<file path="src/rtl/a0_logger_pkg.sv">
// Shared types and constants for the a0 UART logger: transmitter states, line levels
// and the nibble-to-ASCII-hex mapping used by the HEX_ASCII_EN build.
package a0_logger_pkg;

    typedef enum logic [1:0] {
        IDLE  = 2'd0,
        START = 2'd1,
        DATA  = 2'd2,
        STOP  = 2'd3
    } uart_state_t;

    localparam logic       UART_IDLE = 1'b1;
    localparam logic       START_BIT = 1'b0;
    localparam logic [7:0] ASCII_NL  = 8'h0A;

    // '0'..'9' live at 0x30.., 'A'..'F' at 0x41.. (0x37 + 10)
    function automatic logic [7:0] hex_ascii(input logic [3:0] nib);
        if (nib < 4'd10) begin
            hex_ascii = 8'h30 + {4'h0, nib};
        end else begin
            hex_ascii = 8'h37 + {4'h0, nib};
        end
    endfunction

endpackage

</file>
<file path="src/rtl/sync_fifo.sv">
// Small synchronous FIFO with first-word-fall-through head; pointers carry an extra wrap bit
// so full/empty/level fall straight out of the pointer difference.
module sync_fifo #(
    parameter int WIDTH = 32,
    parameter int DEPTH = 4
) (
    input  logic                    clk,
    input  logic                    rst,
    input  logic                    push,
    input  logic                    pop,
    input  logic [WIDTH-1:0]        wr_data,
    output logic [WIDTH-1:0]        rd_data,
    output logic                    full,
    output logic                    empty,
    output logic [$clog2(DEPTH):0]  level
);

    localparam int AW = $clog2(DEPTH);

    logic [WIDTH-1:0] mem [DEPTH];
    logic [AW:0]      wr_ptr_reg;
    logic [AW:0]      rd_ptr_reg;
    logic             do_push;
    logic             do_pop;

    assign level   = wr_ptr_reg - rd_ptr_reg;
    assign empty   = (wr_ptr_reg == rd_ptr_reg);
    assign full    = (level == (AW + 1)'(DEPTH));
    assign rd_data = mem[rd_ptr_reg[AW-1:0]];

    // A pop frees the head slot this cycle, so a full FIFO still takes a simultaneous push.
    assign do_pop  = pop && !empty;
    assign do_push = push && (!full || do_pop);

    always_ff @(posedge clk) begin
        if (do_push) begin
            mem[wr_ptr_reg[AW-1:0]] <= wr_data;
        end
    end

    always_ff @(posedge clk or negedge rst) begin
        if (!rst) begin
            wr_ptr_reg <= '0;
            rd_ptr_reg <= '0;
        end else begin
            if (do_push) wr_ptr_reg <= wr_ptr_reg + 1'b1;
            if (do_pop)  rd_ptr_reg <= rd_ptr_reg + 1'b1;
        end
    end

endmodule

</file>
<file path="src/rtl/a0_uart_logger.sv">
// Watches the core's a0 register, queues every new value and streams it out on an 8N1 UART.
// Build option HEX_ASCII_EN: send uppercase ASCII hex (MS nibble first) plus newline instead of raw LSB-first bytes.
module a0_uart_logger
    import a0_logger_pkg::*;
#(
    parameter int DATA_WIDTH   = 32,
    parameter int CLKS_PER_BIT = 868,
    parameter int FIFO_DEPTH   = 4
) (
    input  logic                         clk,
    input  logic                         rst,
    input  logic                         en,
    input  logic [DATA_WIDTH-1:0]        a0,
    output logic                         tx,
    output logic                         busy,
    output logic                         overflow,
    output logic [$clog2(FIFO_DEPTH):0]  level
);

`ifdef HEX_ASCII_EN
    localparam int FRAMES = DATA_WIDTH / 4 + 1;
`else
    localparam int FRAMES = DATA_WIDTH / 8;
`endif
    localparam int IDX_W = $clog2(FRAMES + 1);
    localparam int CNT_W = $clog2(CLKS_PER_BIT);

    uart_state_t           state_reg, state_next;
    logic [CNT_W-1:0]      cnt_reg, cnt_next;
    logic [2:0]            bit_idx_reg, bit_idx_next;
    logic [IDX_W-1:0]      byte_idx_reg, byte_idx_next;
    logic [DATA_WIDTH-1:0] word_reg, word_next;
    logic [7:0]            byte_reg, byte_next;
    logic                  tx_reg, tx_next;
    logic [DATA_WIDTH-1:0] prev_a0_reg;
    logic                  overflow_reg;

    logic                  push;
    logic                  pop;
    logic                  bit_done;
    logic                  fifo_full;
    logic                  fifo_empty;
    logic [DATA_WIDTH-1:0] fifo_head;
    logic [7:0]            frame_byte;

    assign push = en && (a0 != prev_a0_reg);

    sync_fifo #(
        .WIDTH (DATA_WIDTH),
        .DEPTH (FIFO_DEPTH)
    ) u_fifo (
        .clk     (clk),
        .rst     (rst),
        .push    (push),
        .pop     (pop),
        .wr_data (a0),
        .rd_data (fifo_head),
        .full    (fifo_full),
        .empty   (fifo_empty),
        .level   (level)
    );

`ifdef HEX_ASCII_EN
    // Word shifts left a nibble per frame; the last frame of each sample is the newline.
    assign frame_byte = (byte_idx_reg == IDX_W'(FRAMES - 1)) ? ASCII_NL
                                                             : hex_ascii(word_reg[DATA_WIDTH-1 -: 4]);
`else
    assign frame_byte = word_reg[7:0];
`endif

    assign bit_done = (cnt_reg == CNT_W'(CLKS_PER_BIT - 1));

    always_comb begin
        state_next    = state_reg;
        cnt_next      = cnt_reg;
        bit_idx_next  = bit_idx_reg;
        byte_idx_next = byte_idx_reg;
        word_next     = word_reg;
        byte_next     = byte_reg;
        tx_next       = UART_IDLE;
        pop           = 1'b0;
        case (state_reg)
            IDLE: begin
                if (!fifo_empty) begin
                    pop           = 1'b1;
                    word_next     = fifo_head;
                    byte_idx_next = '0;
                    cnt_next      = '0;
                    state_next    = START;
                end
            end
            START: begin
                tx_next = START_BIT;
                if (bit_done) begin
                    cnt_next     = '0;
                    bit_idx_next = '0;
                    byte_next    = frame_byte;
                    state_next   = DATA;
                end else begin
                    cnt_next = cnt_reg + 1'b1;
                end
            end
            DATA: begin
                tx_next = byte_reg[bit_idx_reg];
                if (bit_done) begin
                    cnt_next = '0;
                    if (bit_idx_reg == 3'd7) begin
                        state_next = STOP;
                    end else begin
                        bit_idx_next = bit_idx_reg + 1'b1;
                    end
                end else begin
                    cnt_next = cnt_reg + 1'b1;
                end
            end
            STOP: begin
                tx_next = UART_IDLE;
                if (bit_done) begin
                    cnt_next = '0;
                    if (byte_idx_reg < IDX_W'(FRAMES - 1)) begin
                        byte_idx_next = byte_idx_reg + 1'b1;
`ifdef HEX_ASCII_EN
                        word_next     = word_reg << 4;
`else
                        word_next     = word_reg >> 8;
`endif
                        state_next    = START;
                    end else begin
                        state_next = IDLE;
                    end
                end else begin
                    cnt_next = cnt_reg + 1'b1;
                end
            end
            default: state_next = IDLE;
        endcase
    end

    always_ff @(posedge clk or negedge rst) begin
        if (!rst) begin
            state_reg    <= IDLE;
            cnt_reg      <= '0;
            bit_idx_reg  <= '0;
            byte_idx_reg <= '0;
            word_reg     <= '0;
            byte_reg     <= '0;
            tx_reg       <= UART_IDLE;
            prev_a0_reg  <= '0;
            overflow_reg <= 1'b0;
        end else begin
            state_reg    <= state_next;
            cnt_reg      <= cnt_next;
            bit_idx_reg  <= bit_idx_next;
            byte_idx_reg <= byte_idx_next;
            word_reg     <= word_next;
            byte_reg     <= byte_next;
            tx_reg       <= tx_next;
            prev_a0_reg  <= a0;
            if (push && fifo_full && !pop) begin
                overflow_reg <= 1'b1;
            end
        end
    end

    assign tx       = tx_reg;
    assign overflow = overflow_reg;
    assign busy     = (state_reg != IDLE) || (level != '0);

endmodule
</file>
<file path="config.mk">
export PLATFORM = sky130hd
export DESIGN_NAME = a0_uart_logger
export DESIGN_NICKNAME = d
export VERILOG_FILES = /design/src/rtl/a0_logger_pkg.sv /design/src/rtl/sync_fifo.sv /design/src/rtl/a0_uart_logger.sv
export SDC_FILE = /design/constraint.sdc
export NUM_CORES = 1
export LEC_CHECK = 0
export CAP_MARGIN = 20
export CORE_ASPECT_RATIO = 0.5
export CORE_MARGIN = 1.5
export CORE_UTILIZATION = 60
export CTS_CLUSTER_SIZE = 10
export DETAILED_ROUTE_END_ITERATION = 7
export HOLD_SLACK_MARGIN = 0.15
export PLACE_DENSITY = 0.89
export SLEW_MARGIN = 20
export SYNTH_ARGS = -nofsm -noshare
export SYNTH_HDL_FRONTEND = slang
export SYNTH_SLANG_ARGS = --single-unit
</file>
<file path="constraint.sdc">
create_clock -name clk -period 6.8 [get_ports clk]
set_input_delay 2.04 -clock clk [delete_from_list [all_inputs] [get_ports clk]]
set_output_delay 2.04 -clock clk [all_outputs]
set_load 0.01 [all_outputs]
</file>
==> After elaboration in Yosys (flattened, before gate mapping) <==
Memory sizes are Yosys's and may differ from the RTL's.
Cells that the tools add are included.
{ "classes": {"n_lt_le_gt_ge": 2, "reduce_logical": 20, "eq_ne": 15, "mux": 29, "n_addsub": 6} }
{ "op_table": {"columns": ["cell", "count"], "rows": [
  ["32-bit 2-to-1 mux", 3],
  ["32-bit one-hot mux with 2 select lines", 1],
  ["32-bit != test", 1],
  ["10-bit 2-to-1 mux", 2],
  ["10-bit one-hot mux with 2 select lines", 1],
  ["3-bit 2-to-1 mux", 6],
  ["2-bit != test, second input constant", 7],
  ["3-bit by 1-bit adder with 3-bit output, second input constant", 4],
  ["3-bit one-hot mux with 2 select lines", 2],
  ["10-bit by 1-bit adder with 10-bit output, second input constant", 1],
  ["10-bit equality test, second input constant", 1],
  ["2-bit 2-to-1 mux", 5],
  ["2-bit one-hot mux with 4 select lines", 1],
  ["4-bit AND reduction", 2],
  ["3-bit equality test, second input constant", 2],
  ["1-bit 2-to-1 mux", 6],
  ["2-bit nonzero test", 3],
  ["1-bit logical AND", 5],
  ["5-bit AND reduction", 1],
  ["2-bit equality test, second input constant", 2],
  ["3-bit by 4-bit less-than comparator with 1-bit output, second input constant", 1],
  ["1-bit binary-select mux with 3-bit select", 1],
  ["3-bit equality test", 1],
  ["1-bit zero test", 3],
  ["other kinds (9)", 10]
]} }
{ "word_totals": {"ram_bits": 128, "out_inout_bits": 6, "word_cells": 84, "n_memories": 1, "input_bits": 35, "regBits": 98} }
{ "mem_list": {"columns": ["name", "words", "word_bits", "read_ports", "rd_clocked_by_memory_dff", "wr", "line_no", "text"], "rows": [
  ["u_fifo.mem", 4, 32, 1, 0, 1, "sync_fifo.sv:20", "logic [WIDTH-1:0] mem [DEPTH];"]
]} }

==> Longest topological paths before layout <==
Gate-level depths: netlist (run 1).
{ "depth": {"word_depth": 8, "ltp_mapped": 12, "depth_no_buf": 7} }

==> Modules after synthesis <==
Synthesis (run 1) repeated with hierarchy kept, for this count alone.
{ "hier_totals": {"hier_cells": 561, "area_unflattened_um2": 9245.1} }
{ "by_module_without_submodules": {"columns": ["mod", "cells_per_inst", "area_per_inst_um2", "instances", "seq_area_each_um2"], "rows": [
  ["sync_fifo", 208, 5076.1, 1, 3993.8],
  ["a0_uart_logger", 353, 4169.0, 1, 2303.5]
]} }

==> Worst setup path after synthesis (run 1) <==
No wires, ideal clock.
{ "synth_timing": {"path_type": "input to register", "start": "input port a0[18]", "end": "memory u_fifo.mem[0][0], enable pin", "setup_slack_ns": 3.005, "stages": 6, "arrival_time_ns": 3.403, "t_required_ns": 6.408, "path_buffers": 0, "cell_sequence": "xnor2_1 -> nand4_1 -> nor4_1 -> nand2_1 -> and3_1 -> and2_1"} }
{ "synth_between": {"elab_chain_len": 5} }
{ "synth_lines": {"columns": ["element", "line_no", "text"], "rows": [
  ["start: declaration", "a0_uart_logger.sv:13", "input logic [DATA_WIDTH-1:0] a0,"],
  ["32-bit != test", "a0_uart_logger.sv:46", "assign push = en && (a0 != prev_a0_reg);"],
  ["1-bit logical AND", "a0_uart_logger.sv:46", null],
  ["1-bit logical AND", "sync_fifo.sv:33", "assign do_push = push && (!full || do_pop);"],
  ["1-bit 2-to-1 mux", "sync_fifo.sv:36", "if (do_push) begin"],
  ["1-bit 2-to-1 mux (implied by the code)", "sync_fifo.sv:37", "mem[wr_ptr_reg[AW-1:0]] <= wr_data;"],
  ["end: declaration", "sync_fifo.sv:20", null]
]} }
Every way passes these cells.

==> Worst setup path after layout (run 1) <==
{ "layout_timing": {"start": "register u_fifo.rd_ptr_reg[0]", "end": "output port busy"} }
{ "layout_between": {"elab_chain_len": 3} }
{ "layout_lines": {"columns": ["element", "line_no", "text"], "rows": [
  ["start: declaration", "sync_fifo.sv:22", "logic [AW:0] rd_ptr_reg;"],
  ["start signal: assignment", "sync_fifo.sv:47", "if (do_pop) rd_ptr_reg <= rd_ptr_reg + 1'b1;"],
  ["3-bit subtractor", "sync_fifo.sv:26", "assign level = wr_ptr_reg - rd_ptr_reg;"],
  ["3-bit nonzero test", "a0_uart_logger.sv:167", "assign busy = (state_reg != IDLE) || (level != '0);"],
  ["1-bit logical OR", "a0_uart_logger.sv:167", null],
  ["end: declaration", "a0_uart_logger.sv:15", "output logic busy,"]
]} }
Every way passes these cells.

==> flow_summary.yaml, run 1 <==
outcome:
  outcome: "finished clean"
grt:
  antenna_found_initial: 0
  grt_pass1_vias: 5354
  grt_util_all_layers_pct: 25.4
  grt_pass1_wl_mm: 29.7
  grt_max_degree: 56
  grt-ovfl-total: 0
final_layout:
  final_layout_size_suffix_gt1_share_pct: 14.2
  fillers: 820
  design_area_sq_mm: 0.0104
  area_growth_pct: 15.4
  instances_no_fill: 847
  nNetsFinal: 680
  diodes: 0
  largest_reg_flops: 128
detailed_routing:
  viasPerCell: 6.16
  drc: 0
  drtPass1Iterations: 5
  routedWlPerCell_um: 22.3
  num_vias: 5221
  drtIter0Drc: 446
  drt-total-wl_mm: 18.9
  detail-route-antenna-nets: 0
worst_setup_path:
  required_ns: 4.76
  cp.buffers_inverters: 2
  startpoint_type: "flop"
  critical-path-top-delay-family: "buffers and inverters"
  crit_chain: "buf_4, ha_1, fa_1, xnor2_1, nand4b_1, clkdlybuf4s50_1"
  crit_fanout: 35
  max_stage_delay_ns: 0.55
  end_kind: "output port"
  worst-setup-path-type: "flop to output port"
  critPathArrivalTime_ns: 2.99
  crit_slowest_cell: "clkdlybuf4s50_1"
sta:
  tns_ns: 0
  rsz0062_at_grt: "no"
  clock_skew_ns: 0.0148
  hold_ws_ns: 0.500
  max-slew-margin-rel_pct: 28.7
  max_freq_ghz: 0.199
  timing.final.crit_period_ns: 5.03
  worst_pin_slew_ns: 1.07
  setup_viol: 0
  finalHoldViolations: 0
  slew_violations: 0
  min_period_over_period_pct: 73.9
die:
  rows: 31
  ios: 41
  core_sq_mm: 0.0145
  dieWidth_um: 176
  initial_utilization_pct: 61.9
  die_area_sq_mm: 0.0158
  die_h_um: 89.6
place:
  placed_cells: 799
  place.gp.congestion: 0.789
  dpl_cell_area_sq_mm: 0.00962
  post-dp-hpwl_mm: 10.7
  numPortBuffers: 40
yosys:
  synth_top_cell_area_share_pct: 42.7
  synthFlopType: "edfxtp_1"
  syn_avg_cell_area_sq_um: 15.6
  synth_top_family_by_area: "multiplexers"
  yosysSeqAreaShare_pct: 70.0
  synthXorXnorAreaFrac_pct: 3.89
  synth_seq_cells: 226
  yosysUniqueCellTypes: 45
  synth_nets: 627
  yosysTopAreaCell: "edfxtp_1"
  netlist_area_sq_mm: 0.00900
  muxShareOfSynthArea_pct: 10.2
  synth.top_cells.by_area: "edfxtp_1 43%, dfrtp_1 27%, mux4_2 8.5%, xnor2_1 3.6%, nand2_1 3.4%"
  synth_fa_ha_area_share_pct: 2.31
  synth.most_common_cell: "edfxtp_1"
  yosys.area_share.simple_pct: 7.81
  synth-warning-count: 0
  synthTopCellsByCount: "128 x edfxtp_1, 97 x dfrtp_1, 81 x nand2_1"
  async_reset_ff_share_pct: 43.4
  synth_compound_area_share_pct: 4.27
  synth-edff-count: 128
  synth_cells: 576
job:
  maxCapViolCount: 0
cts:
  cts_max_level: 1
  cts_sinks: 226
  cts_made_buffers: 26
  clk_pin_slew_ns: 0.06
  ctsHoldBuffers: 0
  cts_tree: "yes"
  clock_latency_ns: 0.53
  ctsResizeCount: 0
  ctsLongestPathBuffers: 3
  post_cts_buffers: 0
  cts-root-buf: "clkbuf_16"
power_and_ir_drop:
  ir_drop_mv: 0.184
  p_per_area_mw_per_mm2: 329
  p_leak_uw: 0.00393
hold_path:
  holdCritPathClass: "flop to flop"
[worst paths after layout]
kind                                      start  slack (ns)  depth (start not counted)                   end
setup / recovery           u_fifo.rd_ptr_reg[0]        1.77                          6                  busy
hold / removal             u_fifo.wr_ptr_reg[2]        0.50                          1  u_fifo.wr_ptr_reg[2]
setup reg to reg           u_fifo.rd_ptr_reg[0]        3.23                          8     u_fifo.mem[1][30]
hold reg to reg            u_fifo.wr_ptr_reg[2]        0.50                          1  u_fifo.wr_ptr_reg[2]
max in group asynchronous                   rst        4.13                          2  u_fifo.rd_ptr_reg[0]
min in group asynchronous                   rst        1.58                          1       prev_a0_reg[25]
[layout by cell type (no fill, tap or decap), types with 2 or more instances in the layout]
cell	synthesis	routed
xor2_1	3	3
nor2_1	31	30
nand4_1	9	9
edfxtp_1	128	128
and3_1	4	4
xnor2_1	37	37
clkbuf_16	0	26
inv_1	7	7
nand4b_1	2	2
nand2b_1	4	4
nand2_1	81	81
mux2i_1	2	2
a22o_1	6	6
mux4_2	34	34
nand3_1	4	4
clkbuf_1	11	20
dfrtp_1	97	96
a21oi_1	3	3
buf_4	0	10
and2_1	4	4
nor4_1	3	3
or3_1	2	2
mux2_2	12	12
clkdlybuf4s50_1	0	39
a31oi_1	24	24
ha_1	15	15
o21ai_0	21	21
[stage by stage]
stage	utilization, %	worst slack (ns)	power, uW
CTS	71.4	1.75	3430
global route	71.4	1.66	3520
finish	71.4	1.77	3420
detailed placement	66.1	1.72	2150
floorplan	-	3.01	1950
global placement	66.1	1.83	2120
[power breakdown]
part           leakage (uW)  switching (uW)  internal [uW]
Combinational       0.00121             248            169
Sequential          0.00236            56.7           1660
Clock              0.000365             522            756
Total               0.00393             826           2590
[layer usage]
layer	GRT usage, %	wire length, um	vias to the layer above
met4	11.0	658	0
li1	-	-	2238
met2	43.5	9450	266
met3	5.22	1420	63
met5	0	0	-
met1	32.6	7380	2654
[worst reg2reg max path, delay by kind of cell (launching register included)]
kind          cells  cell delay, ns
fa+ha+maj         1            0.41
simple gates      5            1.49
buf+inv           2            1.00
flops             1            0.33
[kinds of logic (layout without fill, tap and decap cells)]
logic type,Yosys count,count (layout)
flip-flops,226,226
AND/OR/NAND/NOR,153,153
AO/OA/AOI/OAI,61,61
multiplexers,48,48
XOR/XNOR,40,40
buffers and inverters,32,105
adder cells (fa/ha/maj),16,16
[area by class of cell]
class / count / area [sq um] / area share (%)
well taps: 198 / 248 / 2.38
inverters: 8 / 30.0 / 0.289
multi-input cells: 318 / 2570 / 24.8
repair buffers: 49 / 465 / 4.48
clock inverters: 2 / 46.3 / 0.446
flip-flops and latches: 226 / 6300 / 60.6
clock buffers: 46 / 726 / 6.99
Power figures use the tool's default switching activity.
==> inputs of run 2 (changes only) <==
- clock period: 6.8 -> 4.7 ns (I/O delays scaled with it)
==> run 2 against run 1 <==
Sequential cell count unchanged; worst hold slack got worse by 0.0059 ns; count of clock-buffer cells in the layout increased by 1; sequential power increased by 45%; largest cell class unchanged; largest power group unchanged.
==> flow_summary.yaml, run 2 (synthesized netlist as in run 1, its figures left out) <==
place:
  place.gp.congestion: 0.825
  numPortBuffers: 40
  post-dp-hpwl_mm: 10.9
  dpl_cell_area_sq_mm: 0.00964
cts:
  clk_pin_slew_ns: 0.05
  post_cts_buffers: 0
  cts_max_level: 1
  ctsHoldBuffers: 0
  cts_tree: "yes"
  cts_sinks: 226
  clock_latency_ns: 0.52
  ctsResizeCount: 0
  cts_made_buffers: 26
  ctsLongestPathBuffers: 3
  cts-root-buf: "clkbuf_16"
detailed_routing:
  drc: 0
  viasPerCell: 6.11
  drtPass1Iterations: 4
  detail-route-antenna-nets: 0
  num_vias: 5186
  drtIter0Drc: 472
  drt-total-wl_mm: 19.0
  routedWlPerCell_um: 22.4
worst_setup_path:
  end_kind: "flop"
  startpoint: "a0[17]"
  reg2reg_from: "u_fifo.rd_ptr_reg[1]"
  worstSetupEndpoint: "u_fifo.mem[0][27]"
  r2r_cells: 9
  startpoint_type: "input port"
  critPathArrivalTime_ns: 4.25
  critical-path-top-delay-family: "simple AND/OR/NAND/NOR gates"
  r2r_setup_slack_ns: 1.25
  r2r_end: "u_fifo.mem[0][27]"
  worst-setup-path-type: "input port to flop"
  critical_path_depth: 8
  crit_chain: "clkdlybuf4s50_1, xnor2_1, nand4_1, nor4_1, nand2_1, and3_1, and2_1, buf_12"
  cp.buffers_inverters: 2
  crit_fanout: 20
  required_ns: 4.97
  max_stage_delay_ns: 0.63
  crit_slowest_cell: "clkdlybuf4s50_1"
power_and_ir_drop:
  total_power_uw: 4910
  p_per_area_mw_per_mm2: 471
  ir_drop_mv: 0.306
  p_leak_uw: 0.00395
final_layout:
  layout_common_cells: "128 x edfxtp_1, 96 x dfrtp_1, 81 x nand2_1"
  nNetsFinal: 682
  final_layout_size_suffix_gt1_share_pct: 14.4
  fillers: 848
  diodes: 0
  multi_input_area_sq_mm: 0.00257
  largest_reg_flops: 128
  design_area_sq_mm: 0.0104
  final-seq-area_sq_mm: 0.00630
  area_growth_pct: 15.9
  final_common_cell: "edfxtp_1"
sta:
  min_period_over_period_pct: 84.7
  timing.final.crit_period_ns: 3.98
  rsz0062_at_grt: "no"
  max_freq_ghz: 0.251
  clock_skew_ns: 0.0166
  tns_ns: 0
  finalHoldViolations: 0
  worst_pin_slew_ns: 0.853
  max-slew-margin-rel_pct: 43.2
  setup_viol: 0
  slew_violations: 0
job:
  maxCapViolCount: 0
die:
  die_area_sq_mm: 0.0158
  ios: 41
  core_sq_mm: 0.0145
  die_h_um: 89.6
  rows: 31
  initial_utilization_pct: 61.9
  dieWidth_um: 176
grt:
  grt_pass1_wl_mm: 29.5
  grt_max_degree: 57
  grt_pass1_vias: 5381
  grt_util_all_layers_pct: 25.3
  grt-ovfl-total: 0
  antenna_found_initial: 0
outcome:
  outcome: "finished clean"
hold_path:
  holdCritPathClass: "flop to flop"
==> run 2: changes by cell type in the layout (fill, tap and decap cells not counted) <==
cell	delta
buf_12	+1
buf_16	+1
bufinv_16	-1
clkbuf_16	+1
==> run 2: routing by layer <==
| metal | share of wire, % | up-vias | global-route usage [%] | wire, um |
|---|---|---|---|---|
| met5 | 0 | - | 0 | 0 |
| met4 | 2.5 | 0 | 8.62 | 484 |
| met3 | 7.1 | 52 | 5.22 | 1340 |
| met2 | 51 | 222 | 44.1 | 9620 |
| met1 | 40 | 2669 | 32.8 | 7550 |
| li1 | - | 2243 | - | - |
==> run 2: how the worst min path moves through the flow <==
stage / start / depth (start not counted) / endpoint / slack [ns]
6_report: u_fifo.wr_ptr_reg[2] / 1 / u_fifo.wr_ptr_reg[2] / 0.49
3_3_place_gp: word_reg[30] / 2 / word_reg[30] / 0.46
5_1_grt: u_fifo.wr_ptr_reg[2] / 1 / u_fifo.wr_ptr_reg[2] / 0.52
2_1_floorplan: word_reg[24] / 2 / word_reg[24] / 0.45
4_1_cts: u_fifo.wr_ptr_reg[2] / 1 / u_fifo.wr_ptr_reg[2] / 0.50
3_5_place_dp: word_reg[29] / 2 / word_reg[29] / 0.48
==> run 2: worst register-to-register path: stages, from the launching register on <==
cell and delay (ns):
dfrtp_1 0.39, buf_4 0.47, inv_1 0.10, ha_1 0.32, and3_4 0.18, nand2b_1 0.20, nand4_1 0.21, and3_1 0.28
and2_1 0.72, buf_12 0.27
==> run 2: cell type report <==
cell class | count | area share, %
sequential | 226 | 60.4
inverter | 8 | 0.288
timing repair buffer | 51 | 4.92
multi-input combinational | 318 | 24.7
tap | 198 | 2.38
clock inverter | 1 | 0.156
clock buffer | 47 | 7.20
==> run 2: stage by stage <==
stage          util, %  instances  setup WS [ns]  hold slack, ns
6_report          71.7        849          0.720           0.494
4_1_cts           71.5        848          0.722           0.495
5_1_grt           71.7        849          0.590           0.516
3_3_place_gp      66.2        800          0.471           0.462
2_1_floorplan        -        576           1.47           0.450
3_5_place_dp      66.2        800          0.343           0.479
==> run 2: power by group <==
group	total, uW	switching, uW	internal [uW]
Sequential	2500	88.6	2410
Clock	1810	738	1070
Combinational	604	354	250
Total	4910	1180	3730
